[src/rtl/bsg_clk_gen_monitor_pdiv.sv]
// Programmable, glitch-free clock-monitor divider with enable/stop sequencing
// and a rising-edge counter, all in the monitored clock domain.
module bsg_clk_gen_monitor_pdiv #(
    parameter int width_p       = 16,
    parameter int default_div_p = 14,
    parameter int count_width_p = 32
) (
    input  logic                     clk_i,
    input  logic                     reset_i,
    input  logic                     en_i,
    input  logic                     div_v_i,
    input  logic [width_p-1:0]       div_i,
    output logic                     div_ready_o,
    output logic                     clk_monitor_o,
    output logic                     running_o,
    output logic [count_width_p-1:0] edge_count_o
);

    typedef enum logic [1:0] {
        IDLE     = 2'd0,
        RUN      = 2'd1,
        STOPPING = 2'd2
    } state_e;

    state_e                   state_r, state_n;
    logic [width_p-1:0]       div_r, div_n;
    logic [width_p-1:0]       pend_r;
    logic                     pend_v_r, pend_v_n;
    logic [width_p-1:0]       cnt_r, cnt_n;
    logic                     mon_r, mon_n;
    logic                     running_r;
    logic [count_width_p-1:0] edge_cnt_r;
    logic                     accept;
    logic                     boundary;

    assign accept   = div_v_i & ~pend_v_r;
    assign boundary = (cnt_r == div_r);

    always_comb begin
        state_n  = state_r;
        cnt_n    = cnt_r;
        mon_n    = mon_r;
        div_n    = div_r;
        pend_v_n = pend_v_r;

        unique case (state_r)
            IDLE: begin
                cnt_n = '0;
                mon_n = 1'b0;
                if (pend_v_r) begin
                    div_n    = pend_r;
                    pend_v_n = 1'b0;
                end
                if (en_i) state_n = RUN;
            end
            RUN: begin
                cnt_n = boundary ? '0 : cnt_r + 1'b1;
                if (boundary) begin
                    mon_n = ~mon_r;
                    if (pend_v_r) begin
                        div_n    = pend_r;
                        pend_v_n = 1'b0;
                    end
                end
                // A low half may be abandoned at once; a high half must finish.
                if (!en_i) begin
                    if (!mon_r) begin
                        state_n = IDLE;
                        cnt_n   = '0;
                        mon_n   = 1'b0;
                    end else if (boundary) begin
                        state_n = IDLE;
                    end else begin
                        state_n = STOPPING;
                    end
                end
            end
            STOPPING: begin
                cnt_n = boundary ? '0 : cnt_r + 1'b1;
                if (boundary) begin
                    mon_n   = 1'b0;
                    state_n = IDLE;
                    if (pend_v_r) begin
                        div_n    = pend_r;
                        pend_v_n = 1'b0;
                    end
                end
            end
            default: begin
                state_n = IDLE;
                cnt_n   = '0;
                mon_n   = 1'b0;
            end
        endcase

        // Accept and apply are exclusive since accept needs pend_v_r low.
        if (accept) pend_v_n = 1'b1;
    end

    always_ff @(posedge clk_i) begin
        if (reset_i) begin
            state_r    <= IDLE;
            cnt_r      <= '0;
            mon_r      <= 1'b0;
            div_r      <= width_p'(default_div_p);
            pend_r     <= '0;
            pend_v_r   <= 1'b0;
            running_r  <= 1'b0;
            edge_cnt_r <= '0;
        end else begin
            state_r   <= state_n;
            cnt_r     <= cnt_n;
            mon_r     <= mon_n;
            div_r     <= div_n;
            pend_v_r  <= pend_v_n;
            running_r <= (state_n != IDLE);
            if (accept) pend_r <= div_i;
            if (mon_n & ~mon_r) edge_cnt_r <= edge_cnt_r + 1'b1;
        end
    end

    assign div_ready_o   = ~pend_v_r;
    assign clk_monitor_o = mon_r;
    assign running_o     = running_r;
    assign edge_count_o  = edge_cnt_r;

endmodule

[config.mk]
export PLATFORM = sky130hd
export DESIGN_NAME = bsg_clk_gen_monitor_pdiv
export DESIGN_NICKNAME = d
export VERILOG_FILES = /design/src/rtl/bsg_clk_gen_monitor_pdiv.sv
export SDC_FILE = /design/constraint.sdc
export NUM_CORES = 1
export LEC_CHECK = 0
export ABC_AREA = 1
export CORE_MARGIN = 3
export CORE_UTILIZATION = 50
export CTS_CLUSTER_DIAMETER = 200
export DETAILED_ROUTE_END_ITERATION = 6
export HOLD_SLACK_MARGIN = 0.08
export PLACE_DENSITY = 0.82
export SYNTH_ARGS = -nofsm -noshare
export SYNTH_HDL_FRONTEND = slang
export SYNTH_SLANG_ARGS = --single-unit
[constraint.sdc]
create_clock -name clk_i -period 2.7 [get_ports clk_i]
set_input_delay 0.81 -clock clk_i [delete_from_list [all_inputs] [get_ports clk_i]]
set_output_delay 0.81 -clock clk_i [all_outputs]
set_load 0.01 [all_outputs]
### Word-level counts from Yosys, hierarchy flattened

Cells that the tools add are included.

| word-level totals | value |
|---|---|
| register bits | 85 |
| input bits | 20 |
| output and inout bits | 35 |
| logic and storage cells | 47 |

| operators by class | value |
|---|---|
| add/subtract/negate cells | 2 |
| equality and inequality tests | 5 |
| multiplexer cells | 21 |
| bitwise gates (word level) | 4 |
| reduce and logical (&&, ||, !) cells | 7 |

Operators with widths:

| operator | number |
|---|---|
| $mux W16 | 5 |
| $pmux W16 S2 | 2 |
| $add A32 B1 Y32 const B | 1 |
| $add A16 B1 Y16 const B | 1 |
| $eq A16 B16 Y1 | 1 |
| $mux W2 | 5 |
| $mux W1 | 6 |
| $pmux W2 S3 | 1 |
| $pmux W1 S2 | 2 |
| $reduce_and A2 Y1 | 2 |
| $reduce_bool A2 Y1 | 2 |
| $ne A3 B1 Y1 const B | 1 |
| $reduce_bool A3 Y1 | 1 |
| $and A1 B1 Y1 | 2 |
| $eq A2 B1 Y1 const B | 1 |
| $eq A2 B2 Y1 const B | 1 |
| $logic_not A2 Y1 | 1 |
| $ne A2 B1 Y1 const B | 1 |
| $not A1 Y1 | 2 |
| $reduce_or A2 Y1 | 1 |

### Logic depth before layout (Yosys ltp)

Gate-level depths: netlist of run 1.

| logic depth | value |
|---|---|
| word-level depth | 6 |
| gate-level depth with buffers | 18 |
| depth with buffers taken out | 18 |

### Worst setup path before layout of run 1

No wires, ideal clock.

| path | value |
|---|---|
| kind | reg2reg |
| from | register cnt_r[5] |
| to | register edge_cnt_r[15] (netlist: edge_count_o[15]) |
| library setup time | 0.115 ns |
| data arrival time | 1.938 ns |
| required time | 2.585 ns |
| path slack | 0.647 ns |
| stages on the path, launching flop included | 18 |
| path buffers | 1 |
| clock period less this slack | 2.053 ns |
| cell sequence | dfxtp_1 -> inv_2 -> nand2_1 -> nand2_1 -> nor2_1 -> nand2_1 -> nor2_1 -> nand2_2 -> ha_1 -> nand2_1 -> nand2_1 -> nand2_1 -> nand2_2 -> buf_6 -> nor2_1 -> nand4_1 -> nand2_1 -> nor2_1 |

| on the way | value |
|---|---|
| cells in the longest elaborated chain, start to end | 6 |

Ends and longest elaborated chain:

| element | RTL line | text |
|---|---|---|
| from (decl) | 29 | `logic [width_p-1:0] cnt_r, cnt_n;` |
| from (signal assigned) | 112 | `cnt_r <= cnt_n;` |
| $eq A16 B16 Y1 (*) | 37 | `assign boundary = (cnt_r == div_r);` |
| $mux W1 | 58 | `if (boundary) begin` |
| $mux W1 | 67 | `if (!mon_r) begin` |
| $mux W1 | 66 | `if (!en_i) begin` |
| $pmux W1 S2 (*) | 46 | `unique case (state_r)` |
| $and A1 B1 Y1 (*) | 118 | `if (mon_n & ~mon_r) edge_cnt_r <= edge_cnt_r + 1'b1;` |
| to (signal assigned) | 118 |  |
| to (decl) | 32 | `logic [count_width_p-1:0] edge_cnt_r;` |

Mark *: on every way between the ends. The rest lies on a longest branch, timed or not.
A chain may end at the register's enable or synchronous reset.

### Final worst setup path of run 1

| path | value |
|---|---|
| from | register cnt_r[11] |
| to | register edge_cnt_r[5] (netlist: edge_count_o[5]) |

Same word-level chain as after synthesis.

==> results.txt, run 1 <==
Yosys printed 0 warnings. The via count of the first global-routing pass is 4032. The fraction of final layout cells with drive strength greater than 1 is 0.05722. The run gives 6 as the number of detailed-routing iterations run before antenna repair.

The run gives 5250 um2 as the post-route standard cell area excluding fillers. The filler cells instantiated in the layout total 784. The placed instances occupy a cell area of 5045 um2.

From bottom edge to top edge, the die measures 100.2 um. The count of maximum capacitance violations was 0; the slew at the pin closest to its max-slew limit was 0.4437 ns. In the detailed route, the total length drawn on met3 is 635 um. The first global-routing pass estimated 17990 um of wire. The wire length on met1 was 4888 um; the number of buffers created by CTS was 9.

The violation count after the first detailed-routing iteration was 283. Leaving out fill and tap cells, the most frequent cell in the layout is sky130_fd_sc_hd__nand2_1. The routed design could run at a clock period as short as 2.411 ns. The die covers 10030 um2. The type of the worst setup path was reg2reg.

At the end of routability-driven placement, the weighted congestion stood at 0.9194. The final clock period utilization by the worst path was 0.8930. The worst min-delay path class is reg2reg. The logs give 0.2677 mV for the worst supply voltage drop on vdd and 2 for the maximum root-to-sink buffer count. The flow ran to the end, and the final reports show no timing, DRC or antenna violations. The final routed wire length divided by cell count was 12.54 um; the setup TNS was 0 ns. TritonCTS built the clock tree. The highest metal layer with signal wires was met4. Setup violations remaining at the end of the flow were counted as 0. The repair_antennas step left the layout with diodes totalling 0. Entering global routing, the biggest net connects 32 pins. The global-route total usage across every layer came out at 0.2203. The met2 layer wire length in the routed design was 4892 um.

The analysis attributes to cell leakage a power of 0.001961 uW. Clock latency on the worst-skew pair, taken at its later pin, is 0.36 ns. The tools report the number of hold-slack violations in the final timing report as 0. Power comes to 2569 uW. The run gives 0 as the initial antenna violation count. The area share of the largest cell type after synthesis is 0.3839, and the number of distinct library cell variants in the gate-level netlist after synthesis is 35.

The register bit count reported by yosys is 85, and the net count after synthesis is 706. The HPWL after detailed placement is 7811 um. The core region is 8423 um2. The count of buffers added on input and output ports is 54. The vias after detailed routing was 4319; the sequential-to-total area share from yosys stat was 0.3839.

In this run the remaining antenna-violating nets after routing total 0. Setup repair after global routing left no endpoint under its margin. The total overflow left after global routing is 0.

Worst relative slew slack: 0.7019. The power density of the placed cells works out to 489.3 nW/um2. For the final-report max-slew violation count, the log shows 0. Leaving out fill and tap cells, the most frequent cells in the layout are 177 x sky130_fd_sc_hd__nand2_1, 110 x sky130_fd_sc_hd__nor2_1, 85 x sky130_fd_sc_hd__dfxtp_1. The largest clock skew in the final design is 0.01101 ns. Top-level port count: 55. The horizontal die dimension was 100.2 um.

The average footprint of a synthesized cell was 6.529 um2; the number of placement rows was 33. Required time of the worst setup path: 2.94 ns. The run gives 0 as the remaining design rule violation count.

For the sink count of the clock tree, the log shows 85. Total wire length: 10520 um. The largest total area in the synthesized netlist belongs to sky130_fd_sc_hd__dfxtp_1. Synthesis produced a netlist whose cell count is 679. The number of levels in the clock H-tree was 3; the area growth from synthesis to final layout was 18.43%. The clock root buffer is sky130_fd_sc_hd__clkbuf_8. The cell area after synthesis came out at 4433 um2. Yosys attributes the largest share of cell area to sky130_fd_sc_hd__dfxtp_1 38%, sky130_fd_sc_hd__nand2_1 15%, sky130_fd_sc_hd__nor2_1 9.4%, sky130_fd_sc_hd__inv_1 7.1%, sky130_fd_sc_hd__a21oi_1 5.3%. The initial core utilization is 0.5263, and the post-place setup slack is 0.01958 ns.

Using the TritonRoute via totals, the vias-per-cell ratio works out to 5.148. Based on the critical path, the design can be clocked at up to 414.7 MHz. Clock-pin slew was measured on the worst setup and hold paths at 0.09 ns. Setup slack closes at 0.2888 ns.

The worst setup path is launched from a flip-flop. The endpoint arrival time on the critical path is 2.65 ns, and the maximum fanout along the worst path is 21. The type of destination of the critical path is a flip-flop. For the final net count, the log shows 756.
## report_power, final
group / switching, uW / total, uW / internal (uW) / leakage, uW
clock network: 482 / 916 / 435 / 0.0000895
registers: 35.7 / 1350 / 1310 / 0.000692
logic: 184 / 308 / 124 / 0.00118
total: 701 / 2570 / 1870 / 0.00196
## stage by stage
step | cells | hold WS, ns | utilization
finish | 839 | 0.4583 | 0.6233
global route | 839 | 0.4800 | 0.6233
CTS | 839 | 0.4600 | 0.6224
detailed placement | 823 | 0.4468 | 0.5989
global placement | 823 | 0.4414 | 0.5989
floorplan | 679 | 0.4299 | -
## cell families after synthesis
| family | after synthesis | share of synthesized area |
|---|---|---|
| simple gates | 380 | 0.3661 |
| buf+inv | 108 | 0.1010 |
| flops | 85 | 0.3839 |
| compound gates | 83 | 0.09766 |
| xor+xnor | 16 | 0.03161 |
| fa+ha+maj | 7 | 0.01976 |
## final timing paths
kind / startpoint / to / slack, ns / cells past startpoint
min: pend_r[13]$_SDFFE_PP0P_ / pend_r[13]$_SDFFE_PP0P_ / 0.46 / 2
min reg2reg: pend_r[13]$_SDFFE_PP0P_ / pend_r[13]$_SDFFE_PP0P_ / 0.46 / 2
max reg2reg: cnt_r[11]$_SDFF_PP0_ / edge_count_o[5]$_SDFFE_PP0P_ / 0.29 / 16
max: cnt_r[11]$_SDFF_PP0_ / edge_count_o[5]$_SDFFE_PP0P_ / 0.29 / 16
## final cells by class
type	count	area [um2]	area share
well taps	105	131.4	0.02502
repair buffers	60	598.1	0.1139
clock buffers	10	127.6	0.02431
multi-input cells	486	2295	0.4371
flip-flops and latches	85	1702	0.3241
inverters	87	326.6	0.06220
clock inverters	6	70.07	0.01335
## flip-flops by register name, summed over array words and instances, names as in the netlist
signal,count
state_r,2
cnt_r,16
div_r,16
pend_r,16
edge_count_o,32
running_o,1
pend_v_r,1
clk_monitor_o,1
## worst max-delay path: stages (launching register included)
cell                      delay [ns]
sky130_fd_sc_hd__dfxtp_1        0.37
sky130_fd_sc_hd__inv_1          0.11
sky130_fd_sc_hd__nand2_1        0.07
sky130_fd_sc_hd__nand2_1        0.04
sky130_fd_sc_hd__nor2_1         0.09
sky130_fd_sc_hd__nand2_1        0.09
sky130_fd_sc_hd__nor2_1         0.14
sky130_fd_sc_hd__nand2_2        0.12
sky130_fd_sc_hd__ha_1           0.29
sky130_fd_sc_hd__nand2_1        0.07
sky130_fd_sc_hd__nand2_1        0.08
sky130_fd_sc_hd__nand2_1        0.13
sky130_fd_sc_hd__nand2_4        0.18
sky130_fd_sc_hd__nor2_2         0.19
sky130_fd_sc_hd__inv_1          0.05
sky130_fd_sc_hd__o21ai_0        0.20
sky130_fd_sc_hd__a21oi_1        0.07
## per-layer routing
layer | vias up | track usage
li1 | 2229 | -
met1 | 1954 | 0.2997
met2 | 126 | 0.3568
met3 | 10 | 0.03822
met4 | 0 | 0.06839
met5 | - | 0
## cells in the mapped netlist (all sizes together)
master and n:
inv 87, and3 1, nand2 181, and2 1
o21a 2, dfxtp 85, buf 11, ha 7
o21ai 29, clkbuf 10, nor3b 6, xor2 13
a21boi 1, a21oi 47, nor3 18, nor4 3
xnor2 3, nand4 5, a31oi 3, nor2 118
nand3 45, o21bai 1, nand3b 2
## timing repair
item,in CTS,in global routing
endpoints found under the setup margin,0,10
resized for setup,0,2
setup buffers,0,0
hold buffers,0,0
No activity file was read; power rests on OpenSTA's default activity.
==> run 2: changes to the inputs <==
- CTS_BUF_LIST: unset -> sky130_fd_sc_hd__clkbuf_8
- PLACE_DENSITY: 0.82 -> unset
- PLACE_DENSITY_LB_ADDON: unset -> 0.1
- SKIP_CTS_REPAIR_TIMING: unset -> 1
==> results.txt, run 2 (synthesis results as in run 1) <==
The flow ran to the end, and the final reports show no timing, DRC or antenna violations. 0 antenna diodes ended up in the layout. The net count of the finished layout is 756. Power spent charging and discharging nets: 743.7 uW. The min-delay analysis places its worst path in the category reg2reg.

Clock root buffer: sky130_fd_sc_hd__clkbuf_8. The final-report max-slew violation count came out at 0. The combined flip-flop and latch cell area is 1702 um2. The via-per-instance ratio was 5.055; the initial core utilization was 0.5263. The standard cell core area is 8423 um2, and the slew at the pin closest to its max-slew limit is 0.6962 ns. The kind of cell with the highest combined delay along the critical path is simple AND/OR/NAND/NOR gates. The upper clock frequency limit is 412.4 MHz, and the maximum fanout along the worst path is 17. The logs give 0.2208 for the global-route total usage across every layer and 251 for the violation count after the first detailed-routing iteration. The internal power consumption is 1796 uW. Dividing total power by cell area gives a power density of 483.9 nW/um2. After clock tree synthesis, the clock-pin slew on the worst setup and hold paths is 0.10 ns. The power share of the clock group came out at 0.350. The type of destination of the critical path is a flip-flop. Number of hold-slack violations in the final timing report: 0. Setup repair after global routing left no endpoint under its margin. The via count of the first global-routing pass was 3880; the total of endpoints with negative setup slack in the final report was 0. Static power due to leakage: 0.001968 uW.

Shortest period the worst path allows: 2.425 ns. The fraction of power spent switching nets was 0.2928; the flip-flop count of the largest register after layout was 32. The final routed wire length divided by cell count was 12.14 um. The power share of the combinational group is 0.120, and the largest clock skew in the final design is 0.01509 ns.

The total wire length came out at 10190 um. Among the stages of the critical path, the cell type that occurs most often is sky130_fd_sc_hd__nand2_1. The slowest stage of the critical path belongs to the cell sky130_fd_sc_hd__dfxtp_1.

The final global-route overflow total was 0; the final critical-path setup slack was 0.2751 ns. The tool flagged a number of max-cap violations equal to 0. The critical path goes through inv_1, nand2_1, nand2_1, nor2_1, nand2_1, nor2_1, nand2_2, ha_1, o21ai_1, inv_1, nand2_1, nand2_1, nand2_4, buf_4, o21ai_0, nor3b_1.

For the worst relative slew slack, the log shows 0.5348. In the routed design, unresolved DRC markers number 0. The register share of total power came out at 0.530. 55 I/O pins were placed.

Leaving out fill and tap cells, the most frequent cells in the layout are 177 x sky130_fd_sc_hd__nand2_1, 110 x sky130_fd_sc_hd__nor2_1, 85 x sky130_fd_sc_hd__dfxtp_1. The final clock period utilization by the worst path is 0.8981. For this design, the sink count on the clock tree is 85. Buffers placed on the I/O ports in this run total 54. The fraction of final layout cells with drive strength greater than 1 was 0.05858. Leaving out fill and tap cells, the most frequent cell in the layout is sky130_fd_sc_hd__nand2_1. The combined buffer and inverter count along the critical path is 3. STA puts the critical path data required time at 2.93 ns. Across all layers, the routed design uses 4241 vias.

For the initial antenna violation count, the log shows 0. The number of detailed-routing iterations run before antenna repair was 5; the maximum root-to-sink buffer count was 2. On the final layout, the worst hold slack is 0.4616 ns.

The H-tree was split into 3 levels. Horizontal die dimension: 100.2 um. At the worst endpoint, the arrival time is 2.66 ns.

The worst setup path is launched from a flip-flop. TritonCTS built the clock tree. The first global-routing pass estimated 18170 um of wire. Once detail routing completed, the nets flagged for antenna violations numbered 0. The area growth from synthesis to final layout is 18.40%. The longest individual stage delay on the worst path works out to 0.39 ns. The type of the worst setup path was reg2reg. The congestion estimate from routability-driven global placement came to 0.9083. The floorplan has 33 rows. At the placement stage, the worst setup path has a slack of 0.07198 ns.

The post-route core utilization is 0.6231, and the setup TNS is 0 ns. TritonCTS created 9 clock buffers. The half-perimeter wire length after detailed placement came out at 7473 um. The combined area of the multi-input logic cells is 2295 um2, and the maximum number of pins on one net before global-route repair is 39. The die covers 10030 um2.

The clock latency on the worst-skew pair came out at 0.36 ns. In this run the vertical extent of the chip is 100.2 um. The worst-case IR drop observed on VDD is 0.2469 mV. The fill cell instance count of the final layout is 782.
-- run 2: routing by layer --
metal,global-route usage,wire length [um],vias up
met2,0.3180,4117,118
li1,-,-,2234
met5,0,0,-
met3,0.02849,608,9
met1,0.3443,5346,1880
met4,0.05907,113,0
-- run 2: cell type report --
type / instances / share of cell area
Multi-Input combinational cell: 486 / 0.4372
Clock buffer: 9 / 0.02360
Sequential cell: 85 / 0.3242
Timing Repair Buffer: 60 / 0.1139
Clock inverter: 7 / 0.01383
Tap cell: 105 / 0.02503
Inverter: 87 / 0.06222
-- run 2: worst register-to-register path: stages (launching register included) --
cell                      delay (ns)
sky130_fd_sc_hd__dfxtp_1        0.39
sky130_fd_sc_hd__inv_1          0.08
sky130_fd_sc_hd__nand2_1        0.07
sky130_fd_sc_hd__nand2_1        0.05
sky130_fd_sc_hd__nor2_1         0.10
sky130_fd_sc_hd__nand2_1        0.06
sky130_fd_sc_hd__nor2_1         0.17
sky130_fd_sc_hd__nand2_2        0.13
sky130_fd_sc_hd__ha_1           0.21
sky130_fd_sc_hd__o21ai_1        0.16
sky130_fd_sc_hd__inv_1          0.08
sky130_fd_sc_hd__nand2_1        0.09
sky130_fd_sc_hd__nand2_1        0.11
sky130_fd_sc_hd__nand2_4        0.21
sky130_fd_sc_hd__buf_4          0.18
sky130_fd_sc_hd__o21ai_0        0.07
sky130_fd_sc_hd__nor3b_1        0.14
-- run 2: final timing paths --
kind / from / to / slack (ns) / depth (start not counted)
worst max-delay path: cnt_r[10]$_SDFF_PP0_ / edge_count_o[8]$_SDFFE_PP0P_ / 0.28 / 16
worst min-delay path: pend_r[11]$_SDFFE_PP0P_ / pend_r[11]$_SDFFE_PP0P_ / 0.46 / 2
worst max register to register: cnt_r[10]$_SDFF_PP0_ / edge_count_o[8]$_SDFFE_PP0P_ / 0.28 / 16
worst min register to register: pend_r[11]$_SDFFE_PP0P_ / pend_r[11]$_SDFFE_PP0P_ / 0.46 / 2
-- run 2: through the flow --
step                      total power (uW)  area [um2]  cells
after global routing                  2668        5249    839
final                                 2540        5249    839
after detailed placement              1677        5045    823
after CTS                             2561        5241    839
after floorplan                       1593        4433    679
after global placement                1668        5045    823
-- run 2: power by group through the flow --
stage | sequential [uW] | combinational (uW) | clock [uW]
floorplan | 1360 | 229 | 0
global placement | 1370 | 295 | 0
detailed placement | 1370 | 303 | 0
CTS | 1350 | 304 | 911
global route | 1350 | 357 | 958
finish | 1350 | 305 | 889
